### src/rtl/uart_pkg.sv
// Shared definitions for the UART transmit path: FIFO size defaults and
// the encoding of the transmit-issue state machine.
package uart_pkg;

    localparam int DEF_DEPTH  = 16;
    localparam int DEF_DATA_W = 8;

    typedef enum logic [1:0] {
        ST_IDLE      = 2'd0,
        ST_ISSUE     = 2'd1,
        ST_WAIT_DONE = 2'd2
    } tx_state_t;

endpackage

### src/rtl/uart_sync_fifo.sv
// Single-clock byte FIFO feeding the UART transmitter. Pointers carry one
// extra wrap bit so that full and empty are distinguishable without a
// separate occupancy register. Writes arriving while full are dropped and
// latched into a sticky overflow flag.
module uart_sync_fifo
    import uart_pkg::*;
#(
    parameter int DEPTH  = DEF_DEPTH,
    parameter int DATA_W = DEF_DATA_W
) (
    input  logic                         clk,
    input  logic                         rst,
    input  logic                         wr_en,
    input  logic [DATA_W-1:0]            wr_data,
    input  logic                         rd_en,
    output logic [DATA_W-1:0]            rd_data,
    output logic                         full,
    output logic                         empty,
    output logic [$clog2(DEPTH+1)-1:0]   count,
    input  logic                         ovf_clr,
    output logic                         overflow
);

    localparam int AW = $clog2(DEPTH);
    localparam logic [AW:0] PTR_ONE = 1;

    logic [DATA_W-1:0] mem [DEPTH];
    logic [AW:0]       wr_ptr;
    logic [AW:0]       rd_ptr;
    logic              wr_ok;
    logic              rd_ok;

    // A full FIFO refuses the write even if a pop frees a slot this cycle.
    assign wr_ok   = wr_en && !full;
    assign rd_ok   = rd_en && !empty;

    assign empty   = (wr_ptr == rd_ptr);
    assign full    = (wr_ptr[AW] != rd_ptr[AW]) && (wr_ptr[AW-1:0] == rd_ptr[AW-1:0]);
    assign count   = wr_ptr - rd_ptr;
    assign rd_data = mem[rd_ptr[AW-1:0]];

    // Storage array; contents need no reset since empty guards every read.
    always_ff @(posedge clk) begin
        if (wr_ok) begin
            mem[wr_ptr[AW-1:0]] <= wr_data;
        end
    end

    // Read/write pointers, wrapping naturally through the extra MSB.
    always_ff @(posedge clk or negedge rst) begin
        if (!rst) begin
            wr_ptr <= '0;
            rd_ptr <= '0;
        end else begin
            if (wr_ok) begin
                wr_ptr <= wr_ptr + PTR_ONE;
            end
            if (rd_ok) begin
                rd_ptr <= rd_ptr + PTR_ONE;
            end
        end
    end

    // Sticky overflow: a dropped write wins over a simultaneous clear.
    always_ff @(posedge clk or negedge rst) begin
        if (!rst) begin
            overflow <= 1'b0;
        end else if (wr_en && full) begin
            overflow <= 1'b1;
        end else if (ovf_clr) begin
            overflow <= 1'b0;
        end
    end

endmodule

### src/rtl/uart_tx_fifo.sv
// Host-side transmit queue for a UART. Bytes written by the host are
// buffered in uart_sync_fifo and handed one at a time to the transmitter
// through a registered data byte and a one-cycle start pulse.
//
//   state        | meaning
//   -------------+--------------------------------------------------------
//   ST_IDLE      | no frame in flight; pops the head as soon as one exists
//   ST_ISSUE     | tx_newd high for this single cycle, tx_done ignored
//   ST_WAIT_DONE | frame in flight; tx_done returns to ST_IDLE
module uart_tx_fifo
    import uart_pkg::*;
#(
    parameter int DEPTH  = DEF_DEPTH,
    parameter int DATA_W = DEF_DATA_W
) (
    input  logic                         clk,
    input  logic                         rst,
    input  logic                         wr_en,
    input  logic [DATA_W-1:0]            wr_data,
    output logic                         full,
    output logic                         empty,
    output logic [$clog2(DEPTH+1)-1:0]   count,
    output logic                         overflow,
    input  logic                         ovf_clr,
    output logic [DATA_W-1:0]            tx_data,
    output logic                         tx_newd,
    input  logic                         tx_done,
    output logic                         busy
);

    tx_state_t         state;
    logic              pop;
    logic [DATA_W-1:0] head;

    // The head leaves the queue the moment it is captured into tx_data, so
    // count never includes the byte currently being transmitted.
    assign pop = (state == ST_IDLE) && !empty;

    uart_sync_fifo #(
        .DEPTH  (DEPTH),
        .DATA_W (DATA_W)
    ) u_fifo (
        .clk      (clk),
        .rst      (rst),
        .wr_en    (wr_en),
        .wr_data  (wr_data),
        .rd_en    (pop),
        .rd_data  (head),
        .full     (full),
        .empty    (empty),
        .count    (count),
        .ovf_clr  (ovf_clr),
        .overflow (overflow)
    );

    // Issue sequencer: capture head, pulse start, hold until frame done.
    always_ff @(posedge clk or negedge rst) begin
        if (!rst) begin
            state   <= ST_IDLE;
            tx_newd <= 1'b0;
            busy    <= 1'b0;
            tx_data <= '0;
        end else begin
            tx_newd <= 1'b0;
            unique case (state)
                ST_IDLE: begin
                    if (!empty) begin
                        tx_data <= head;
                        tx_newd <= 1'b1;
                        busy    <= 1'b1;
                        state   <= ST_ISSUE;
                    end
                end
                ST_ISSUE: begin
                    state <= ST_WAIT_DONE;
                end
                ST_WAIT_DONE: begin
                    if (tx_done) begin
                        busy  <= 1'b0;
                        state <= ST_IDLE;
                    end
                end
                default: begin
                    busy  <= 1'b0;
                    state <= ST_IDLE;
                end
            endcase
        end
    end

endmodule

### config.mk
export PLATFORM = sky130hd
export DESIGN_NAME = uart_tx_fifo
export DESIGN_NICKNAME = d
export VERILOG_FILES = /design/src/rtl/uart_pkg.sv /design/src/rtl/uart_sync_fifo.sv /design/src/rtl/uart_tx_fifo.sv
export SDC_FILE = /design/constraint.sdc
export NUM_CORES = 1
export LEC_CHECK = 0
export CAP_MARGIN = 20
export CORE_UTILIZATION = 59
export DETAILED_ROUTE_END_ITERATION = 10
export HOLD_SLACK_MARGIN = 0.08
export PLACE_DENSITY = 0.8
export SYNTH_ARGS = -nofsm -noshare
export SYNTH_HDL_FRONTEND = slang
export SYNTH_SLANG_ARGS = --single-unit
### constraint.sdc
create_clock -name clk -period 3.5 [get_ports clk]
set_input_delay 0.525 -clock clk [delete_from_list [all_inputs] [get_ports clk]]
set_output_delay 0.525 -clock clk [all_outputs]
set_load 0.1 [all_outputs]
==> metrics.txt <==
# DRC=0; Die Width=104 microns; Synth Area in Compound Gates=4.89%; I/O pins=31; Detail Route Antenna Nets=0; crit path max fanout=4; Final WS setup=502 ps; Top delay family on crit path=adder cells; Setup Buffers After CTS=0; Synth Cell Area=0.00609 sq mm; initial core utilization=61.4%; Post-Place Worst Slack=981 ps; final std cells w/o fill=539; maximum clock rate=334 MHz; clock transition at the registers of the reported paths=60 ps; Least-Margin Pin Slew=1010 ps; total grt overflow=0; DP HPWL=7.58 mm; mux contribution to synthesized area=11.3%; PostCTS Resize Cnt=0; Post-Place Cells=507; Max-slew headroom=32.5%; TNS Setup=0 ps; fin. max-slew vios=0; WL per Instance=23.0 microns; Cells after Synth=350; crit-path max cell delay=420 ps; antenna violations before repair=0; Synth Flop Type=edfxtp_1; Layout Skew=12.0 ps; placed instance area=0.00650 sq mm; met3 usage=5.85%; CTS tree=done; Tcrit/Tclk final=85.7%; Setup crit end kind=primary output; area share of fa/ha/maj cells after synthesis=2.18%; M2 GR Usage=41.2%; Site Rows=36; WP data arrival=2470 ps; largest net degree at the start of global routing=34; clock period minus worst slack=3000 ps; min-delay worst type=input port to asynchronous set/reset pin; most frequent CP cell=inv_1; reg-to-reg critical path startpoint=u_fifo.rd_ptr[3]; drt initial violations=323; ys async rst share=15.2%; CP Buf/Inv Count=3; Total GRT Usage=24.8%; post-cts hold buffer count=0; register area share after synthesis=72.6%; Routability Congestion=0.844; critical path startpoint category=register; Req. time, crit path=2970 ps; met1 Track Usage GR=30.8%; final hold violations=0; GR peak layer=met2; final setup fails=0; Slowest-stage cell, CP=dfrtp_1; ANT cells=0; clock insertion delay at the later pin of the skew report=530 ps; Crit. Startpoint=u_fifo.wr_ptr[0]; layout cells sized above 1=16.3%; number of global-route vias before repair=3298; DRT Pass-1 Iters=5; mean number of vias per cell=6.14; clock buffer count from CTS=17; P&R area growth vs syn=16.8%; port bufs=30; Synthesis Warnings=0; die area=0.0107 sq mm; Post-Synth XOR/XNOR Area=1.85%; Distinct cells, synth=36; simple-gate share of the synthesized area=4.46%; htree depth=4; max_cap viols=0; Syn Nets=373; core area=0.00991 sq mm; Max Buffers Root-to-Sink=2; vias=3307; Setup CP Type=register to primary output; Layout Nets=417; largest family of logic cells by synthesized area=multiplexers; clk root buf=clkbuf_8; height of the die=104 microns; first-pass GRT wire length=18.8 mm; crit path cell chain=inv_1, ha_1, inv_1, fa_1, a21o_1, a21oi_1, xnor2_1, buf_12; run status=complete, no violations; number of synthesized flops with an enable pin=128; Synth Register Bits=151; clock sink count=151; average size of a mapped cell=17.4 sq um; unrepaired setup endpoints after global routing=false; cell area after layout=0.00711 sq mm; Post-Route WL=12.4 mm
==> worst paths after layout <==
check | slack (ps) | to | cells past startpoint
min in group clk | 520 | u_fifo.overflow | 2
setup reg to reg | 900 | u_fifo.mem[14][0] | 6
max in group asynchronous | 2800 | u_fifo.rd_ptr[0] | 2
hold / removal | 280 | tx_data[1] | 1
setup / recovery | 500 | count[4] | 8
hold reg to reg | 520 | u_fifo.overflow | 2
==> sequential cells by signal, summed over array words and instances, names as in the netlist <==
register         flops
busy                 1
u_fifo.rd_ptr        5
u_fifo.wr_ptr        5
tx_newd              1
tx_data              8
u_fifo.mem         128
state                2
u_fifo.overflow      1
==> synthesized netlist by cell type (3+ instances only) <==
library cell | n | area, sq um
edfxtp_1 | 128 | 3840
nor2_1 | 15 | 56.3
nand2_1 | 14 | 52.6
a31oi_1 | 8 | 50.1
inv_1 | 15 | 56.3
mux2i_1 | 33 | 330
nand4_1 | 5 | 31.3
buf_2 | 4 | 20.0
o21ai_0 | 3 | 15.0
dfrtp_1 | 23 | 576
mux4_2 | 16 | 360
and3_1 | 4 | 25.0
o22ai_1 | 17 | 106
nor4_1 | 4 | 25.0
and2_1 | 5 | 31.3
buf_4 | 5 | 37.5
ha_1 | 9 | 113
xnor2_1 | 9 | 78.8
a211oi_1 | 9 | 67.6
==> cells in the final DEF (no fill, tap or decap), drive strengths merged <==
cell	instances
a211oi	10
a21o	2
a21oi	2
a2bb2oi	1
a31oi	8
and2	5
and3	4
and4	1
buf	16
bufinv	2
clkbuf	17
clkdlybuf4s50	23
clkinv	2
clkinvlp	3
dfrtp	23
edfxtp	128
fa	1
ha	9
inv	22
mux2i	33
mux4	16
nand2	14
nand3	2
nand3b	2
nand4	5
nor2	15
nor3b	1
nor4	4
o21a	1
o21ai	4
o22ai	17
or3b	1
xnor2	10
xor2	2
==> cell type report <==
| class | count | area (sq um) |
|---|---|---|
| Timing Repair Buffer | 39 | 383 |
| Inverter | 15 | 56.3 |
| Fill cell | 609 | 2800 |
| Sequential cell | 151 | 4420 |
| Clock buffer | 17 | 414 |
| Multi-Input combinational cell | 170 | 1510 |
| Tap cell | 133 | 166 |
| Clock inverter | 14 | 165 |
==> metal layers <==
layer  wire length, microns  vias to the layer above
met3                   1020                       18
met4                    306                        0
li1                       -                     1465
met5                      0                        -
met1                   4610                     1665
met2                   6490                      159
==> logic make-up (layout without fill, tap and decap cells) <==
family | count (synthesis) | after routing
AOI/OAI and AO/OA | 45 | 45
DFF | 151 | 151
and+or+nand+nor | 54 | 54
xor gates and xnor gates | 12 | 12
muxes | 49 | 49
adders and majority gates | 10 | 10
buffers and inverters | 29 | 85
==> per-stage QoR <==
stage | util, % | hold slack, ps
global route | 71.8 | 284
global placement | 65.6 | 508
finish | 71.8 | 277
detailed placement | 65.6 | 514
CTS | 71.5 | 526
floorplan | - | 229
Power is left out: the tool's default activity adds up to more than one toggle a clock period on the data nets, which glitch-free logic cannot reach.
